[src/rtl/ddr2_init_sequencer.sv]
// DDR2 power-up/initialization command sequencer driving the SSTL18 pad
// command, address and control inputs until init_done hands the pads over.
module ddr2_init_sequencer #(
   parameter int unsigned T_INIT = 26667,
   parameter int unsigned T_XPR  = 54,
   parameter int unsigned T_RP   = 3,
   parameter int unsigned T_MRD  = 2,
   parameter int unsigned T_RFC  = 14,
   parameter int unsigned T_DLLK = 200,
   parameter int unsigned CL     = 3,
   parameter int unsigned BL8    = 0,
   parameter int unsigned WR     = 3,
   parameter int unsigned AL     = 0,
   parameter logic [1:0]  RTT    = 2'b00
) (
   input  logic        clk,
   input  logic        resetbar,
   output logic        cke_o,
   output logic        csbar_o,
   output logic        rasbar_o,
   output logic        casbar_o,
   output logic        webar_o,
   output logic [1:0]  ba_o,
   output logic [12:0] a_o,
   output logic        odt_o,
   output logic        ts_o,
   output logic        ri_o,
   output logic        init_done
);

   localparam int unsigned CNT_W = 16;
   localparam int unsigned A_W   = 13;

   // Wait reloads are T-1 so the next command lands exactly T cycles later
   localparam logic [CNT_W-1:0] INIT_C = CNT_W'(T_INIT);
   localparam logic [CNT_W-1:0] XPR_C  = CNT_W'(T_XPR - 1);
   localparam logic [CNT_W-1:0] RP_C   = CNT_W'(T_RP - 1);
   localparam logic [CNT_W-1:0] MRD_C  = CNT_W'(T_MRD - 1);
   localparam logic [CNT_W-1:0] RFC_C  = CNT_W'(T_RFC - 1);
   localparam logic [CNT_W-1:0] DLLK_C = CNT_W'(T_DLLK);

   // {rasbar, casbar, webar}; csbar is held low throughout
   localparam logic [2:0] CMD_NOP = 3'b111;
   localparam logic [2:0] CMD_PRE = 3'b010;
   localparam logic [2:0] CMD_REF = 3'b001;
   localparam logic [2:0] CMD_MRS = 3'b000;

   localparam logic [1:0] BA_MR   = 2'b00;
   localparam logic [1:0] BA_EMR1 = 2'b01;
   localparam logic [1:0] BA_EMR2 = 2'b10;
   localparam logic [1:0] BA_EMR3 = 2'b11;

   // MR: a[11:9]=WR-1, a8=DLL reset, a[6:4]=CL, a3=sequential, a[2:0]=BL
   localparam logic [A_W-1:0] A_PRE_ALL   = 13'h0400;
   localparam logic [A_W-1:0] A_MR        = {1'b0, 3'(WR - 1), 1'b0, 1'b0, 3'(CL), 1'b0,
                                             (BL8 != 0) ? 3'b011 : 3'b010};
   localparam logic [A_W-1:0] A_MR_DLLRST = A_MR | 13'h0100;
   // EMR1: a6/a2=RTT, a[5:3]=AL, a0=0 enables the DLL, a[9:7]=OCD
   localparam logic [A_W-1:0] A_EMR1      = {3'b000, 3'b000, RTT[1], 3'(AL), RTT[0], 2'b00};
   localparam logic [A_W-1:0] A_EMR1_OCD  = A_EMR1 | 13'h0380;

   typedef enum logic [3:0] {
      S_RESET_WAIT, S_CKE_HIGH, S_PRE1, S_EMR2, S_EMR3, S_EMR1_DLL, S_MR_DLLRST,
      S_PRE2, S_REF1, S_REF2, S_MR, S_EMR1_OCDDEF, S_EMR1_OCDEXIT, S_DLL_WAIT, S_DONE
   } state_e;

   state_e           state_q;
   logic [CNT_W-1:0] cnt_q;
   logic [CNT_W-1:0] dll_q;
   logic             cke_q;
   logic [2:0]       cmd_q;
   logic [1:0]       ba_q;
   logic [A_W-1:0]   a_q;
   logic             init_done_q;
   logic             wait_over_c;

   // Current step's wait has elapsed; the next step fires on this edge
   assign wait_over_c = (cnt_q == '0);

   // Sequencer: state, wait counter, DLL lock counter and registered pad outputs
   always_ff @(posedge clk or negedge resetbar) begin
      if (!resetbar) begin
         state_q     <= S_RESET_WAIT;
         cnt_q       <= INIT_C;
         dll_q       <= '0;
         cke_q       <= 1'b0;
         cmd_q       <= CMD_NOP;
         ba_q        <= '0;
         a_q         <= '0;
         init_done_q <= 1'b0;
      end else begin
         cmd_q <= CMD_NOP;
         ba_q  <= '0;
         a_q   <= '0;
         if (!wait_over_c) cnt_q <= cnt_q - CNT_W'(1);
         if ((dll_q != '0) && (dll_q != DLLK_C)) dll_q <= dll_q + CNT_W'(1);
         case (state_q)
            S_RESET_WAIT: if (wait_over_c) begin
               state_q <= S_CKE_HIGH; cke_q <= 1'b1; cnt_q <= XPR_C;
            end
            S_CKE_HIGH: if (wait_over_c) begin
               state_q <= S_PRE1; cmd_q <= CMD_PRE; a_q <= A_PRE_ALL; cnt_q <= RP_C;
            end
            S_PRE1: if (wait_over_c) begin
               state_q <= S_EMR2; cmd_q <= CMD_MRS; ba_q <= BA_EMR2; cnt_q <= MRD_C;
            end
            S_EMR2: if (wait_over_c) begin
               state_q <= S_EMR3; cmd_q <= CMD_MRS; ba_q <= BA_EMR3; cnt_q <= MRD_C;
            end
            S_EMR3: if (wait_over_c) begin
               state_q <= S_EMR1_DLL; cmd_q <= CMD_MRS; ba_q <= BA_EMR1; a_q <= A_EMR1;
               cnt_q <= MRD_C;
            end
            S_EMR1_DLL: if (wait_over_c) begin
               state_q <= S_MR_DLLRST; cmd_q <= CMD_MRS; ba_q <= BA_MR; a_q <= A_MR_DLLRST;
               cnt_q <= MRD_C; dll_q <= CNT_W'(1);
            end
            S_MR_DLLRST: if (wait_over_c) begin
               state_q <= S_PRE2; cmd_q <= CMD_PRE; a_q <= A_PRE_ALL; cnt_q <= RP_C;
            end
            S_PRE2: if (wait_over_c) begin
               state_q <= S_REF1; cmd_q <= CMD_REF; cnt_q <= RFC_C;
            end
            S_REF1: if (wait_over_c) begin
               state_q <= S_REF2; cmd_q <= CMD_REF; cnt_q <= RFC_C;
            end
            S_REF2: if (wait_over_c) begin
               state_q <= S_MR; cmd_q <= CMD_MRS; ba_q <= BA_MR; a_q <= A_MR; cnt_q <= MRD_C;
            end
            S_MR: if (wait_over_c) begin
               state_q <= S_EMR1_OCDDEF; cmd_q <= CMD_MRS; ba_q <= BA_EMR1; a_q <= A_EMR1_OCD;
               cnt_q <= MRD_C;
            end
            S_EMR1_OCDDEF: if (wait_over_c) begin
               state_q <= S_EMR1_OCDEXIT; cmd_q <= CMD_MRS; ba_q <= BA_EMR1; a_q <= A_EMR1;
               cnt_q <= MRD_C;
            end
            S_EMR1_OCDEXIT: if (wait_over_c) begin
               if (dll_q == DLLK_C) begin
                  state_q <= S_DONE; init_done_q <= 1'b1;
               end else begin
                  state_q <= S_DLL_WAIT;
               end
            end
            S_DLL_WAIT: if (dll_q == DLLK_C) begin
               state_q <= S_DONE; init_done_q <= 1'b1;
            end
            S_DONE: ;
            default: state_q <= S_RESET_WAIT;
         endcase
      end
   end

   assign cke_o     = cke_q;
   assign csbar_o   = 1'b0;
   assign rasbar_o  = cmd_q[2];
   assign casbar_o  = cmd_q[1];
   assign webar_o   = cmd_q[0];
   assign ba_o      = ba_q;
   assign a_o       = a_q;
   assign odt_o     = 1'b0;
   assign ts_o      = 1'b0;
   assign ri_o      = 1'b0;
   assign init_done = init_done_q;

endmodule

[config.mk]
export PLATFORM = sky130hd
export DESIGN_NAME = ddr2_init_sequencer
export DESIGN_NICKNAME = d
export VERILOG_FILES = /design/src/rtl/ddr2_init_sequencer.sv
export SDC_FILE = /design/constraint.sdc
export NUM_CORES = 1
export LEC_CHECK = 0
export CAP_MARGIN = 20
export CELL_PAD_IN_SITES_DETAIL_PLACEMENT = 0
export CELL_PAD_IN_SITES_GLOBAL_PLACEMENT = 1
export CORE_MARGIN = 2
export CORE_UTILIZATION = 25
export DETAILED_ROUTE_END_ITERATION = 10
export DONT_BUFFER_PORTS = 1
export PLACE_DENSITY_LB_ADDON = 0.15
export SLEW_MARGIN = 0
export SYNTH_ARGS = -nofsm -noshare
export SYNTH_HDL_FRONTEND = slang
export SYNTH_SLANG_ARGS = --single-unit
[constraint.sdc]
create_clock -name clk -period 2.43 [get_ports clk]
set_input_delay 0.3645 -clock clk [delete_from_list [all_inputs] [get_ports clk]]
set_output_delay 0.3645 -clock clk [all_outputs]
set_load 0.05 [all_outputs]
==> summary.md, run 1 <==
| Metric | Value |
|---|---|
| Outcome | finished clean |
| Switching power | 328 uW |
| WL final | 5580 um |
| Avg Cell Area, Syn | 9.55 sq um |
| Height of the die | 105 um |
| Portion of total power attributed to combinational logic | 3.6% |
| CP endpoint | cnt_q[0] |
| Number of max-capacitance violations reported | 0 |
| Switching Share | 21.5% |
| Maximum clock frequency | 448 MHz |
| RSZ-0062 raised after global routing | false |
| Number of setup violations in the final report | 0 |
| FFs w/ async S/R, synth | 100% |
| Post-synth top area share | 36.5% |
| Layout fillers | 1092 |
| Combined global-route utilization of all metal layers | 11.1% |
| CP Max Fanout | 5 |
| HPWL after detailed placement | 3890 um |
| CTS tree | built |
| Crit path cell chain | inv_1 -> ha_1 -> nor4b_2 -> and4_1 -> inv_2 -> ha_1 -> nor3_1 -> mux2_2 -> a221oi_1 |
| Worst R2R Setup Slack | 200 ps |
| # clock sinks | 47 |
| Startpoint of the worst register-to-register path | cnt_q[0] |
| Count of input and output buffers | 0 |
| Cell mode on critical path | sky130_fd_sc_hd__ha_1 |
| #FFs+latches synth | 47 |
| Quantity of gates resized following cts | 0 |
| Data arrival time of the critical path | 2440 ps |
| Placeable core region | 9820 sq um |
| Number of detailed-routing iterations run before antenna repair | 4 |
| Die width | 105 um |
| Worst clock skew on the final layout | 8.12 ps |
| Ratio of total power to cell area | 536 nW/um^2 |
| Worst reg2reg path depth | 9 |
| Die Area | 11000 sq um |
| Top flip-flop cell by instance count after synthesis | sky130_fd_sc_hd__dfrtp_1 |
| Number of setup buffers added after CTS | 0 |
| Leakage power | 0.00121 uW |
| Share of post-route cells with drive strength above 1 | 13.6% |
| Cell with the largest stage delay on the worst path | sky130_fd_sc_hd__dfstp_2 |
| Post-layout minimum cycle time | 2230 ps |
| Later-pin clock latency in the skew report | 310 ps |
| VDD IR-drop max | 216 uV |
| Count leader, synth | sky130_fd_sc_hd__dfrtp_1 |
| Total DRC errors in the routed layout | 0 |
| Syn Inst Count | 266 |
| Post-route antenna net violation count | 0 |
| Crit start category | flop |
| Ranking of synthesized cells by area | sky130_fd_sc_hd__dfrtp_1 36%, sky130_fd_sc_hd__dfstp_2 10%, sky130_fd_sc_hd__xnor2_1 5.9% |
| Classification of the worst-slack hold path | reg2reg |
| Initial standard-cell utilization of the core | 25.9% |
| Overall overflow remaining after global route | 0 |
| Final TNS setup | 0 ps |
| Crit. End Element | flop |
| Crit path from | cnt_q[0] |
| Internal power | 1200 uW |
| Share of the cycle needed by the critical path after routing | 91.9% |
| Net count, final | 280 |
| Diodes inserted | 0 |
| Number of antenna violations at the first check in global routing | 0 |
| Synthesized cell area | 2540 sq um |
| Synthesis Warnings | 0 |
| Detailed Route Iter0 Violations | 66 |
| Sequential share of power | 51.2% |
| Via count | 1861 |
| Number of pins exceeding their max-slew limit in the final report | 0 |
| Actual slew at the worst max-slew pin | 876 ps |
| Weighted congestion reported at the end of routability-driven placement | 0.694 |
| Per-cell routed wire length | 13.7 um |
| Slowest cell delay on critical path | 560 ps |
| Via count of the first global-routing pass | 1835 |
| Clk network pwr share | 45.2% |
| Wire length of the first global-routing pass | 9740 um |
| CTS root buf | sky130_fd_sc_hd__clkbuf_8 |
| Number of rows created at floorplan | 36 |
| Worst Path Class, Setup | reg2reg |
| Area Overhead vs Synth | 12.2% |
| Total I/O pin count | 26 |
| Average via count per standard cell | 4.58 |
| H-tree depth reported by CTS | 2 |
| Count of flip-flops with a built-in enable after synthesis | 0 |
| Clock Pin Slew Worst Setup and Hold Paths | 90 ps |
| Maximum buffer depth of the clock tree | 2 |
| Rel. slew slack | 41.6% |
| Endpoint of the worst-slack reg-to-reg timing path | cnt_q[0] |
| Hold_buf cts | 2 |
| Post-route worst hold slack | 495 ps |
| Crit path required time | 2640 ps |
| Part of the Yosys area used for sequential elements | 46.8% |
| Post-synth cell types | 50 |
| Pin count of the biggest net entering global routing | 48 |
| Top cells by instance count after synthesis | 37 x sky130_fd_sc_hd__dfrtp_1, 32 x sky130_fd_sc_hd__nor2_1, 17 x sky130_fd_sc_hd__nand2_1, 17 x sky130_fd_sc_hd__nand3_1, 17 x sky130_fd_sc_hd__xnor2_1 |
| Biggest area consumer among synthesized cells | sky130_fd_sc_hd__dfrtp_1 |
| Inserted Clock Buffers | 5 |
| Number of hold violations in the final report | 0 |
## layout make-up
class / count / area (sq um) / share of cell area [%]
clock buffers: 6 / 72.6 / 2.55
multi-input cells: 195 / 1210 / 42.4
clock inverters: 2 / 60.1 / 2.11
inverters: 11 / 41.3 / 1.45
repair buffers: 12 / 113 / 3.95
well taps: 133 / 166 / 5.84
flip-flops and latches: 47 / 1190 / 41.7
## metal layers
metal  vias up  wire, um  global-route usage, %
li1        921         -                      -
met1       905      2890                   16.3
met2        30      2430                   16.1
met3         5       165                   2.50
met4         0        87                   3.62
met5         -         0                      0
## cell usage in the layout (no fill, tap or decap), types with 2 or more instances in the layout
cell type / n
sky130_fd_sc_hd__a21o_1: 3
sky130_fd_sc_hd__a21oi_1: 8
sky130_fd_sc_hd__and3_1: 4
sky130_fd_sc_hd__buf_4: 10
sky130_fd_sc_hd__bufinv_16: 2
sky130_fd_sc_hd__clkbuf_8: 5
sky130_fd_sc_hd__conb_1: 10
sky130_fd_sc_hd__dfrtp_1: 37
sky130_fd_sc_hd__dfstp_2: 10
sky130_fd_sc_hd__ha_1: 6
sky130_fd_sc_hd__inv_1: 10
sky130_fd_sc_hd__mux2_2: 2
sky130_fd_sc_hd__mux2i_1: 4
sky130_fd_sc_hd__nand2_1: 17
sky130_fd_sc_hd__nand2b_1: 2
sky130_fd_sc_hd__nand3_1: 17
sky130_fd_sc_hd__nand3b_1: 2
sky130_fd_sc_hd__nand4_1: 5
sky130_fd_sc_hd__nor2_1: 32
sky130_fd_sc_hd__nor3_1: 10
sky130_fd_sc_hd__nor3b_1: 2
sky130_fd_sc_hd__nor4_1: 11
sky130_fd_sc_hd__o21ai_0: 9
sky130_fd_sc_hd__o41ai_1: 2
sky130_fd_sc_hd__or2_2: 2
sky130_fd_sc_hd__or3_1: 4
sky130_fd_sc_hd__xnor2_1: 17
sky130_fd_sc_hd__xor2_1: 6
## worst min path at each step
stage / slack, ps / endpoint / start / cells past startpoint
after floorplan: 70 / a_o[10] / resetbar / 0
after global placement: 70 / cnt_q[2] / resetbar / 0
after detailed placement: 70 / cke_o / resetbar / 0
after CTS: 500 / cnt_q[12] / cnt_q[12] / 1
after global routing: 520 / cnt_q[13] / cnt_q[13] / 1
final: 490 / cnt_q[12] / cnt_q[12] / 1
## sequential cells by signal, summed over array words and instances, names as in the netlist
name       cells
cnt_q         16
dll_q         16
a_o            4
state_q        4
cmd_q          3
ba_o           2
cke_o          1
init_done      1
## logic make-up after synthesis
kind of cell	share of synthesized area, %
AO/OA/AOI/OAI	7.88
XOR/XNOR	7.93
adder cells (fa/ha/maj)	2.96
other	0.148
AND/OR/NAND/NOR	24.4
multiplexers	2.91
flip-flops	46.8
buffers and inverters	6.95
## power by group through the flow
stage          Sequential, uW  Clock, uW  Combinational [uW]
4_1_cts                   782        713                57.1
3_5_place_dp              797          0                33.3
2_1_floorplan             797          0                46.0
6_report                  782        690                55.3
3_3_place_gp              797          0                33.3
5_1_grt                   783        752                59.7
## through the flow
stage	utilization (%)	instance area (sq um)	cells	worst slack (ps)	power [uW]
detailed placement	27.3	2680	396	231	831
floorplan	-	2570	275	349	843
CTS	29.0	2850	406	197	1550
finish	29.0	2850	406	198	1530
global placement	27.3	2680	396	270	831
global route	29.0	2850	406	108	1590
## critical path, delay by kind of cell, from the launching register on
family / cells / cell delay (ps)
flops: 1 / 560
simple gates: 3 / 440
fa+ha+maj: 2 / 370
compound gates: 1 / 310
mux: 1 / 280
buf+inv: 2 / 180
Power figures use the tool's default switching activity.
==> run 2: changes to the inputs <==
ABC_CLOCK_PERIOD_IN_PS = 2430   (was unset)
==> results of run 2 <==
Final layout, timing and power as in run 1 (identical DEF).
==> run 3: changes to the inputs <==
CAP_MARGIN = unset   (was 20)
HOLD_SLACK_MARGIN = 0.06   (was unset)
==> results of run 3 <==
Final layout, timing and power as in run 1 (identical DEF).
